File: src/rtl/tlc_phase_arbiter.sv
// tlc_phase_arbiter: round-robin intersection phase scheduler.
// Sequences green/yellow/all-red with timeouts and emergency preemption.
package tlc_pkg;
  typedef enum logic [1:0] {
    C_RED    = 2'd0,
    C_YELLOW = 2'd1,
    C_GREEN  = 2'd2
  } color_t;
endpackage

module tlc_phase_arbiter
  import tlc_pkg::*;
#(
  parameter int NUM_PHASES = 5,
  parameter int MIN_GREEN  = 4,
  parameter int MAX_GREEN  = 9,
  parameter int VACANT_CYC = 4,
  parameter int YELLOW_CYC = 2,
  parameter int ALLRED_CYC = 1
) (
  input  logic                  clk,
  input  logic                  reset,
  input  logic [NUM_PHASES-1:0] req,
  input  logic                  preempt_req,
  input  logic [2:0]            preempt_phase,
  output logic [NUM_PHASES-1:0] grant,
  output color_t                phase_color,
  output logic [2:0]            active_phase,
  output logic [NUM_PHASES-1:0] pending,
  output logic                  all_red
);
  localparam int SEQ_MAX =
    (YELLOW_CYC > ALLRED_CYC) ? YELLOW_CYC : ALLRED_CYC;
  localparam int GW = $clog2(MAX_GREEN + 1);
  localparam int VW = $clog2(VACANT_CYC + 1);
  localparam int SW = $clog2(SEQ_MAX + 1);
  localparam logic [NUM_PHASES-1:0] ONE = NUM_PHASES'(1);

  typedef enum logic [1:0] {
    S_IDLE, S_GREEN, S_YELLOW, S_ALLRED
  } state_t;

  state_t state, state_d;
  logic [2:0] act_q, act_d, last_q, last_d;
  logic [2:0] sel, tgt, idx;
  logic [GW-1:0] gctr, gctr_d;
  logic [VW-1:0] vctr, vctr_d;
  logic [SW-1:0] sctr, sctr_d;
  logic [NUM_PHASES-1:0] cand, act_oh;
  logic [NUM_PHASES-1:0] pend_d, grant_d;
  logic pre_ok, own, other, found, go;
  logic all_red_d, max_hit, vac_hit;
  color_t color_d;

  assign cand   = pending | req;
  assign act_oh = ONE << act_q;
  assign own    = |(req & act_oh);
  assign other  = |(cand & ~act_oh);
  assign pre_ok = preempt_req &&
                  (int'(preempt_phase) < NUM_PHASES);

  // Rotating priority search starting just after the last served phase
  always_comb begin
    sel   = last_q;
    found = 1'b0;
    idx   = '0;
    for (int k = 1; k <= NUM_PHASES; k++) begin
      idx = 3'((int'(last_q) + k) % NUM_PHASES);
      if (!found && |(cand & (ONE << idx))) begin
        found = 1'b1;
        sel   = idx;
      end
    end
  end

  assign max_hit = (int'(gctr) + 1 >= MAX_GREEN) && other;
  assign vac_hit = !own && (int'(vctr) + 1 >= VACANT_CYC);

  always_comb begin
    state_d = state;
    act_d   = act_q;
    gctr_d  = gctr;
    vctr_d  = vctr;
    sctr_d  = sctr;
    go      = 1'b0;
    tgt     = sel;
    unique case (state)
      S_IDLE: begin
        if (pre_ok) begin
          go  = 1'b1;
          tgt = preempt_phase;
        end else if (|cand) begin
          go = 1'b1;
        end
      end
      S_GREEN: begin
        if (pre_ok && preempt_phase != act_q) begin
          state_d = S_YELLOW;
          sctr_d  = '0;
        end else if (pre_ok) begin
          gctr_d = '0;
          vctr_d = '0;
        end else begin
          gctr_d = (int'(gctr) < MAX_GREEN) ?
                   gctr + 1'b1 : gctr;
          vctr_d = own ? '0 :
                   (int'(vctr) < VACANT_CYC) ?
                   vctr + 1'b1 : vctr;
          if ((int'(gctr) + 1 >= MIN_GREEN) &&
              (max_hit || vac_hit)) begin
            state_d = S_YELLOW;
            sctr_d  = '0;
          end
        end
      end
      S_YELLOW: begin
        if (int'(sctr) + 1 >= YELLOW_CYC) begin
          state_d = S_ALLRED;
          sctr_d  = '0;
        end else begin
          sctr_d = sctr + 1'b1;
        end
      end
      S_ALLRED: begin
        if (int'(sctr) + 1 >= ALLRED_CYC) begin
          sctr_d = '0;
          if (pre_ok) begin
            go  = 1'b1;
            tgt = preempt_phase;
          end else if (|cand) begin
            go = 1'b1;
          end else begin
            state_d = S_IDLE;
          end
        end else begin
          sctr_d = sctr + 1'b1;
        end
      end
    endcase
    if (go) begin
      state_d = S_GREEN;
      act_d   = tgt;
      gctr_d  = '0;
      vctr_d  = '0;
    end
    last_d = go ? tgt : last_q;
    // A clear on green entry wins over a same-edge set
    pend_d = (pending |
              (req & ~((state == S_GREEN) ? act_oh : '0))) &
             ~(go ? (ONE << tgt) : '0);
  end

  always_comb begin
    grant_d   = '0;
    color_d   = C_RED;
    all_red_d = 1'b1;
    unique case (state_d)
      S_GREEN: begin
        grant_d   = ONE << act_d;
        color_d   = C_GREEN;
        all_red_d = 1'b0;
      end
      S_YELLOW: begin
        grant_d   = ONE << act_d;
        color_d   = C_YELLOW;
        all_red_d = 1'b0;
      end
      default: ;
    endcase
  end

  always_ff @(posedge clk or negedge reset) begin
    if (!reset) begin
      state       <= S_IDLE;
      act_q       <= '0;
      last_q      <= 3'(NUM_PHASES - 1);
      gctr        <= '0;
      vctr        <= '0;
      sctr        <= '0;
      pending     <= '0;
      grant       <= '0;
      phase_color <= C_RED;
      all_red     <= 1'b1;
    end else begin
      state       <= state_d;
      act_q       <= act_d;
      last_q      <= last_d;
      gctr        <= gctr_d;
      vctr        <= vctr_d;
      sctr        <= sctr_d;
      pending     <= pend_d;
      grant       <= grant_d;
      phase_color <= color_d;
      all_red     <= all_red_d;
    end
  end

  assign active_phase = act_q;
endmodule
File: config.mk
export PLATFORM = sky130hd
export DESIGN_NAME = tlc_phase_arbiter
export DESIGN_NICKNAME = d
export VERILOG_FILES = /design/src/rtl/tlc_phase_arbiter.sv
export SDC_FILE = /design/constraint.sdc
export NUM_CORES = 1
export LEC_CHECK = 0
export BUFFER_PORTS_ARGS = -buffer_cell sky130_fd_sc_hd__buf_2
export CAP_MARGIN = 20
export CORE_AREA = 2 2 90 92
export CTS_CLUSTER_SIZE = 8
export DETAILED_ROUTE_END_ITERATION = 8
export DIE_AREA = 0 0 92 94
export PLACE_DENSITY = 0.67
export REMOVE_ABC_BUFFERS = 1
export SLEW_MARGIN = 15
export SYNTH_ARGS = -nofsm -noshare
export SYNTH_HDL_FRONTEND = slang
export SYNTH_SLANG_ARGS = --single-unit
export TNS_END_PERCENT = 10
File: constraint.sdc
create_clock -name clk -period 14.8 [get_ports clk]
set_input_delay 2.96 -clock clk [delete_from_list [all_inputs] [get_ports clk]]
set_output_delay 2.96 -clock clk [all_outputs]
set_load 0.01 [all_outputs]
==> out/results.tsv, run 1 <==
stage	metric	value	unit
setup_path	worst-r2r-cell-count	19	
grt	grt.overflow.total	0	
setup_path	crit_top_cell	o211ai_1	
clocking	post_cts.repair.setup_buffers	0	
min_path	hp-class	reg -> reg	
sta	clock_skew	0.0141	ns
clocking	cts_root_buffer	clkbuf_8	
yosys	synthFlopType	dfrtp_1	
yosys	synth-edff-count	0	
clocking	cts_buffer_depth	2	
layout	area_growth	7.23	%
setup_path	crit_chain	buf_2, nor2_1, nand3_1, o211ai_1, o211ai_1, a22oi_1, nand2_1, o41ai_1, a31oi_1, o31a_1, and3_1	
sta	worst_slack	9.15	ns
layout	fin_cells	585	
clocking	postCtsHoldBufs	0	
grt	grt_use_total	21.9	%
clocking	cts_tree	yes	
setup_path	critPathLaunchType	primary input	
min_path	min_from	vctr[1]	
sta	max_freq	177	MHz
yosys	synthCells	466	
yosys	synth_area_per_cell	8.06	sq um
route	drc	0	
placement	hpwl	7320	microns
sta	finalSetupTns	0	ns
clocking	htree_levels	2	
grt	grt_pass1_vias	3355	
sta	min_period_over_period	38.2	%
setup_path	critPathBufInv	1	
sta	hold_viol	0	
grt	grt_max_degree	31	
route	initialDrtViolationCount	174	
route	viasPerCell	6.17	
floorplan	die_area	8650	sq um
setup_path	cp_data_arrival_time	5.83	ns
layout	final_common_cell	nand2_1	
layout	layout_common_cells	nand2_1, ha_1, a21oi_1, nor2_1, dfrtp_1	
setup_path	critPathCaptureType	flip-flop	
route	routedWlPerCell	16.2	microns
placement	globalplace.congestion	0.889	
min_path	hold_path_end	vctr[1]	
grt	antenna_found_initial	0	
setup_path	critPathSlowestCell	o41ai_1	
route	ant_nets	0	
sta	setup_viol_count_final	0	
clocking	ctsResizeCount	0	
setup_path	path_class	in -> reg	
floorplan	placementRows	32	
clocking	path_clk_slew	0.08	ns
route	postRouteWirelength	9490	microns
yosys	ys_warn_count	0	
placement	place_inst	577	
status	status	finished clean	
layout	layout.nets	531	
floorplan	die-width	92	microns
layout	fillers	770	
placement	io_buffers	26	
clocking	cts.sinks	30	
setup_path	cp.required	14.98	ns
layout	drive_above_1_share	14.7	%
yosys	async_reset_ff_share	100	%
yosys	synth_cell_types	83	
sta	worst_pin_slew	0.666	ns
setup_path	worstPathMaxFanout	10	
setup_path	r2r_slack	9.18	ns
sta	min_period	5.65	ns
layout	final-seq-area	753	sq um
setup_path	r2r-end	grant[3]	
min_path	holdPathStages	1	
clocking	numCtsBuffers	5	
route	num_vias	3608	
clocking	clkLatencyLatePin	0.29	ns
run	drv_cap	0	
yosys	ys_ff_latch	30	
floorplan	initial_core_util	49.4	%
setup_path	slowest_delay	0.58	ns
setup_path	crit_family	compound AO/OA/AOI/OAI gates	
floorplan	core_area	7610	sq um
grt	grt_pass1_wl	15600	microns
floorplan	dieHeight	94	microns
yosys	synthesis.area	3760	sq um
placement	post-place-ws	8.95	ns
setup_path	r2r-start	last_q[0]	
layout	multi_input_area	2800	sq um
floorplan	io_pins	27	
sta	maxSlewHeadroom	55.6	%
yosys	seq_area_frac_synth	20.0	%
sta	grt_setup_unrepaired	false	
layout	antenna_cells	0	
route	dr.pass1.iters	5	
sta	slew_viol_final	0	
==> state kept, by name, summed over array words and instances (netlist names) <==
| signal | cells |
|---|---|
| last_q | 3 |
| state | 2 |
| phase_color | 2 |
| grant | 5 |
| active_phase | 3 |
| gctr | 4 |
| pending | 5 |
| vctr | 3 |
| sctr | 2 |
| all_red | 1 |
==> through the flow <==
step                      hold WS, ns  area (sq um)  utilization [%]
after floorplan                 0.492          3660                -
after global placement          0.528          3930             51.7
after detailed placement        0.515          3930             51.7
after CTS                       0.540          4030             53.0
after global routing            0.568          4030             53.0
final                           0.538          4030             53.0
==> worst reg2reg max path, delay by kind of cell (launching register included) <==
kind / cells / cell delay (ns)
mux: 2 / 0.41
fa+ha+maj: 3 / 0.85
buf+inv: 2 / 0.57
simple gates: 5 / 0.95
xor+xnor: 1 / 0.18
compound gates: 6 / 2.00
flops: 1 / 0.54
==> how the worst max path moves through the flow <==
stage / endpoint / startpoint / cells after the start / slack [ns]
6_report: grant[1] / req[0] / 11 / 9.15
5_1_grt: grant[0] / last_q[0] / 19 / 8.78
2_1_floorplan: grant[0] / req[3] / 12 / 9.42
4_1_cts: grant[0] / req[3] / 13 / 9.23
3_3_place_gp: grant[0] / req[3] / 13 / 8.95
3_5_place_dp: grant[0] / req[3] / 13 / 8.95
==> final cells by class <==
type                    count  share of cell area [%]
multi-input cells         388                    69.5
flip-flops and latches     30                    18.7
repair buffers             28                    3.60
well taps                 102                    3.17
inverters                  29                    2.70
clock buffers               6                    2.05
clock inverters             2                   0.311
==> kinds of logic after synthesis <==
logic type / Yosys count / synth area share (%)
buffers and inverters: 48 / 5.46
flip-flops: 30 / 20.0
adder cells (fa/ha/maj): 39 / 12.9
AO/OA/AOI/OAI: 150 / 28.3
multiplexers: 17 / 6.19
XOR/XNOR: 10 / 2.53
AND/OR/NAND/NOR: 172 / 24.5
==> cells in the mapped netlist (all sizes together), types with 4 or more instances <==
cell	instances	area, sq um
mux2i	9	93.8
dfrtp	28	701
a211o	5	43.8
a21o	7	52.6
o21ai	31	155
mux2	4	48.8
nor3	14	70.1
mux4	4	90.1
clkbuf	11	41.3
nor3b	6	50.1
o211ai	11	87.6
or2	6	37.5
a221oi	4	47.6
a22o	4	35.0
nor4	4	25.0
xnor2	6	60.1
nand2	42	158
buf	8	55.1
a21oi	37	193
o31ai	6	63.8
o211a	4	40.0
ha	38	475
nand3	20	105
inv	29	109
nand2b	4	25.0
a211oi	7	57.6
nor2b	12	82.6
and2	9	58.8
xor2	4	35.0
nor2	30	113
==> per-layer routing <==
layer  vias to the layer above  track usage [%]  part of all wire, %
met2                       115             39.4                   48
met1                      1702             27.5                   45
met3                        22             2.01                  4.3
li1                       1769                -                    -
met5                         -                0                    0
met4                         0             7.84                  2.5
Power of run 1 is not shown: default switching activity piles up to over one toggle a cycle in this logic, so the estimate is an artifact.
==> inputs of run 2 (changes only) <==
==> constraint.sdc (replaced) <==
create_clock -name clk -period 5.3 [get_ports clk]
set_input_delay 1.06 -clock clk [delete_from_list [all_inputs] [get_ports clk]]
set_output_delay 1.06 -clock clk [all_outputs]
set_load 0.01 [all_outputs]
==> out/results.tsv, run 2 (synthesis results as in run 1) <==
stage	metric	value	unit
layout	fin_cells	589	
sta	max_freq	212	MHz
setup_path	cp.required	5.48	ns
layout	drive_above_1_share	16.0	%
route	ant_nets	0	
min_path	holdPathStages	1	
grt	grt_pass1_wl	16600	microns
floorplan	dieHeight	94	microns
setup_path	worst-r2r-cell-count	18	
clocking	clkLatencyLatePin	0.29	ns
floorplan	die_area	8650	sq um
setup_path	crit_chain	ha_2, xnor2_4, inv_2, ha_1, nor2_1, a211o_1, and2_1, ha_1, nor2b_1, a2111oi_1, or3_1, mux2i_1, a32oi_2, a21o_1, o311ai_1, o21ai_1, mux2i_2, and3b_1	
route	num_vias	3687	
sta	min_period	4.72	ns
layout	layout_common_cells	nand2_1, ha_1, a21oi_1, nor2_1	
sta	slew_viol_final	0	
min_path	min_from	vctr[1]	
route	viasPerCell	6.26	
placement	place_inst	581	
sta	min_period_over_period	89.0	%
sta	maxSlewHeadroom	46.7	%
layout	layout.nets	535	
route	routedWlPerCell	16.7	microns
setup_path	crit_top_cell	ha_1	
sta	setup_viol_count_final	0	
status	status	finished clean	
layout	final_common_cell	nand2_1	
sta	worst_pin_slew	0.797	ns
route	initialDrtViolationCount	239	
run	drv_cap	0	
layout	antenna_cells	0	
setup_path	crit_family	compound AO/OA/AOI/OAI gates	
placement	dpl_cell_area	3960	sq um
setup_path	r2r-end	grant[3]	
placement	globalplace.congestion	0.880	
grt	grt_max_degree	36	
clocking	numCtsBuffers	5	
layout	reg.largest.list	grant (5), pending (5), gctr (4)	
setup_path	critPathBufInv	1	
setup_path	critPathLaunchType	flip-flop	
setup_path	worstPathMaxFanout	12	
setup_path	slowest_delay	0.49	ns
grt	grt_use_total	23.5	%
clocking	cts.sinks	30	
grt	antenna_found_initial	0	
sta	hold_viol	0	
route	postRouteWirelength	9830	microns
layout	finalInstanceArea	4080	sq um
min_path	hold_path_end	vctr[1]	
floorplan	die-width	92	microns
sta	clock_skew	0.00618	ns
clocking	cts_buffer_depth	2	
clocking	path_clk_slew	0.07	ns
route	drc	0	
setup_path	critPathCaptureType	flip-flop	
floorplan	placementRows	32	
layout	area_growth	8.66	%
floorplan	io_pins	27	
setup_path	r2r-start	last_q[1]	
setup_path	r2r_slack	0.58	ns
sta	grt_setup_unrepaired	false	
setup_path	critPathSlowestCell	dfrtp_2	
route	dr.pass1.iters	5	
placement	io_buffers	26	
clocking	htree_levels	2	
setup_path	cp_data_arrival_time	4.90	ns
clocking	postCtsHoldBufs	0	
floorplan	initial_core_util	49.4	%
clocking	cts_tree	yes	
placement	hpwl	7510	microns
setup_path	path_class	reg -> reg	
sta	finalSetupTns	0	ns
floorplan	core_area	7610	sq um
min_path	hp-class	reg -> reg	
grt	grt.overflow.total	0	
grt	grt_pass1_vias	3505	
clocking	cts_root_buffer	clkbuf_8	
run 2: layout make-up:
class	count	area, sq um
Clock inverter	2	12.5
Sequential cell	30	754
Tap cell	102	128
Multi-Input combinational cell	388	2820
Inverter	29	109
Timing Repair Buffer	32	175
Clock buffer	6	82.6
Fill cell	739	3520
run 2: worst reg2reg max path, cell delays in order (launching register included):
cell and delay, ns:
dfrtp_2 0.49, ha_2 0.27, xnor2_4 0.19, inv_2 0.17, ha_1 0.22, nor2_1 0.08
a211o_1 0.32, and2_1 0.21, ha_1 0.25, nor2b_1 0.15, a2111oi_1 0.43, or3_1 0.26
mux2i_1 0.23, a32oi_2 0.20, a21o_1 0.20, o311ai_1 0.26, o21ai_1 0.18, mux2i_2 0.29
and3b_1 0.21
run 2: per-layer routing:
metal / wire [microns] / track usage [%] / up-vias
li1: - / - / 1767
met1: 4310 / 29.7 / 1784
met2: 4740 / 40.6 / 112
met3: 465 / 2.89 / 24
met4: 303 / 10.2 / 0
met5: 0 / 0 / -
run 2: worst max-delay path by stage:
| stage | end | depth (start not counted) | slack, ns | start |
|---|---|---|---|---|
| after global routing | grant[3] | 18 | 0.12 | last_q[1] |
| after floorplan | grant[3] | 17 | 0.30 | last_q[0] |
| final | grant[3] | 18 | 0.58 | last_q[1] |
| after detailed placement | grant[3] | 18 | 0.31 | last_q[1] |
| after global placement | grant[3] | 18 | 0.48 | last_q[1] |
| after CTS | grant[3] | 18 | 0.28 | last_q[1] |
run 2: timing repair:
item	4_1_cts	5_1_grt
setup buffers	0	0
resized for setup	0	5
endpoints found under the setup margin	0	15
run 2: through the flow:
| step | utilization [%] | setup WS, ns | hold slack (ns) |
|---|---|---|---|
| 2_1_floorplan | - | 0.302 | 0.492 |
| 3_3_place_gp | 52.1 | 0.480 | 0.512 |
| 3_5_place_dp | 52.1 | 0.308 | 0.521 |
| 4_1_cts | 53.4 | 0.285 | 0.545 |
| 5_1_grt | 53.7 | 0.120 | 0.567 |
| 6_report | 53.7 | 0.585 | 0.539 |
Power of run 2 is left out for the same reason.
==> inputs of run 3 (changes only) <==
--- a/config.mk
+++ b/config.mk
@@ -7,11 +7,11 @@
 export LEC_CHECK = 0
 export BUFFER_PORTS_ARGS = -buffer_cell sky130_fd_sc_hd__buf_2
 export CAP_MARGIN = 20
-export CORE_AREA = 2 2 90 92
+export CORE_AREA = 2 2 83 85
 export CTS_CLUSTER_SIZE = 8
 export DETAILED_ROUTE_END_ITERATION = 8
-export DIE_AREA = 0 0 92 94
-export PLACE_DENSITY = 0.67
+export DIE_AREA = 0 0 85 87
+export PLACE_DENSITY = 0.77
 export REMOVE_ABC_BUFFERS = 1
 export SLEW_MARGIN = 15
 export SYNTH_ARGS = -nofsm -noshare
==> out/results.tsv, run 3 (synthesis results as in run 1) <==
stage	metric	value	unit
status	status	finished clean	
sta	min_period_over_period	91.8	%
clocking	numCtsBuffers	5	
layout	reg.largest.list	grant (5), pending (5), gctr (4)	
sta	min_period	4.86	ns
setup_path	critPathSlowestCell	a2111oi_1	
layout	drive_above_1_share	15.6	%
route	num_vias	3686	
sta	worst_pin_slew	0.794	ns
clocking	postCtsHoldBufs	0	
setup_path	crit_top_cell	ha_1	
sta	setup_viol_count_final	0	
run	drv_cap	0	
clocking	cts.sinks	30	
route	dr.pass1.iters	5	
layout	fillers	596	
setup_path	critPathLaunchType	flip-flop	
clocking	cts_tree	yes	
grt	grt.overflow.total	0	
sta	maxSlewHeadroom	46.9	%
clocking	path_clk_slew	0.08	ns
grt	grt_use_total	26.9	%
setup_path	worst-r2r-cell-count	18	
setup_path	worstPathMaxFanout	12	
setup_path	path_class	reg -> reg	
placement	globalplace.congestion	0.936	
layout	layout_common_cells	nand2_1, ha_1, a21oi_1, nor2_1, dfrtp_1	
min_path	holdPathStages	1	
route	routedWlPerCell	17.2	microns
route	postRouteWirelength	9740	microns
floorplan	die_area	7400	sq um
grt	antenna_found_initial	0	
route	ant_nets	0	
grt	grt_pass1_wl	16500	microns
sta	finalSetupTns	0	ns
placement	hpwl	7380	microns
clocking	htree_levels	2	
route	viasPerCell	6.50	
placement	io_buffers	26	
layout	layout.nets	535	
sta	max_freq	206	MHz
setup_path	crit_chain	ha_1, xnor2_4, inv_2, ha_1, nor2_1, a211o_1, and2_1, ha_1, nor2b_1, a2111oi_1, or3_1, mux2i_1, a32oi_2, o21ai_0, a211oi_1, o21ai_1, mux2i_2, nor3b_1	
floorplan	placementRows	30	
floorplan	io_pins	27	
floorplan	dieHeight	87	microns
layout	final_common_cell	nand2_1	
sta	grt_setup_unrepaired	false	
layout	antenna_cells	0	
floorplan	core_area	6570	sq um
grt	grt_pass1_vias	3574	
min_path	hp-class	reg -> reg	
layout	area_growth	7.83	%
sta	clock_skew	0.00866	ns
setup_path	cp_data_arrival_time	5.05	ns
clocking	post_cts.repair.setup_buffers	0	
setup_path	cp.required	5.49	ns
route	drc	0	
setup_path	slowest_delay	0.44	ns
sta	hold_viol	0	
clocking	cts_buffer_depth	2	
setup_path	critPathCaptureType	flip-flop	
sta	slew_viol_final	0	
route	initialDrtViolationCount	297	
floorplan	initial_core_util	57.2	%
grt	grt_max_degree	36	
clocking	clkLatencyLatePin	0.28	ns
floorplan	die-width	85	microns
clocking	cts_root_buffer	clkbuf_8	
-- run 3: cell counts in the layout (fill, tap and decap cells not counted) --
Identical to the previous run, type by type.
-- run 3: what timing repair did --
| item | in CTS | in global routing |
|---|---|---|
| endpoints found under the hold margin | 0 | 0 |
| gates resized for setup | 0 | 3 |
| endpoints found under the setup margin | 0 | 10 |
-- run 3: cell type report --
class	instances	area, sq um	area share, %
well taps	80	100	2.47
clock inverters	2	12.5	0.309
inverters	29	109	2.69
multi-input cells	388	2820	69.6
flip-flops and latches	30	753	18.6
clock buffers	6	82.6	2.04
repair buffers	32	175	4.32
-- run 3: worst max-delay path: cells and delay by family (launching register included) --
kind	cells	cell delay [ns]
fa+ha+maj	3	0.80
xor+xnor	1	0.20
compound gates	6	1.71
simple gates	5	1.02
mux	2	0.43
flops	1	0.42
buf+inv	1	0.19
-- run 3: stage by stage --
stage | hold slack (ns) | instances | cell area (sq um) | setup slack [ns] | util [%]
6_report | 0.550 | 567 | 4050 | 0.437 | 61.7
2_1_floorplan | 0.492 | 447 | 3660 | 0.302 | -
4_1_cts | 0.559 | 567 | 4030 | 0.272 | 61.4
5_1_grt | 0.576 | 567 | 4050 | 0.0188 | 61.7
3_3_place_gp | 0.521 | 559 | 3940 | 0.618 | 59.9
3_5_place_dp | 0.541 | 559 | 3940 | 0.327 | 59.9
-- run 3: worst paths after layout --
check,startpoint,end,slack [ns]
setup reg to reg,last_q[1],grant[0],0.44
min in group asynchronous,reset,last_q[1],0.81
hold reg to reg,vctr[1],vctr[1],0.55
max in group asynchronous,reset,grant[2],4.03
setup / recovery,last_q[1],grant[0],0.44
hold / removal,vctr[1],vctr[1],0.55
-- run 3: metal layers --
metal,share of wire [%],up-vias,track usage (%)
met3,4.8,30,3.98
li1,-,1774,-
met4,3.2,0,13.4
met1,42,1753,33.1
met5,0,-,0
met2,50,129,46.1
Power of run 3 is left out for the same reason.
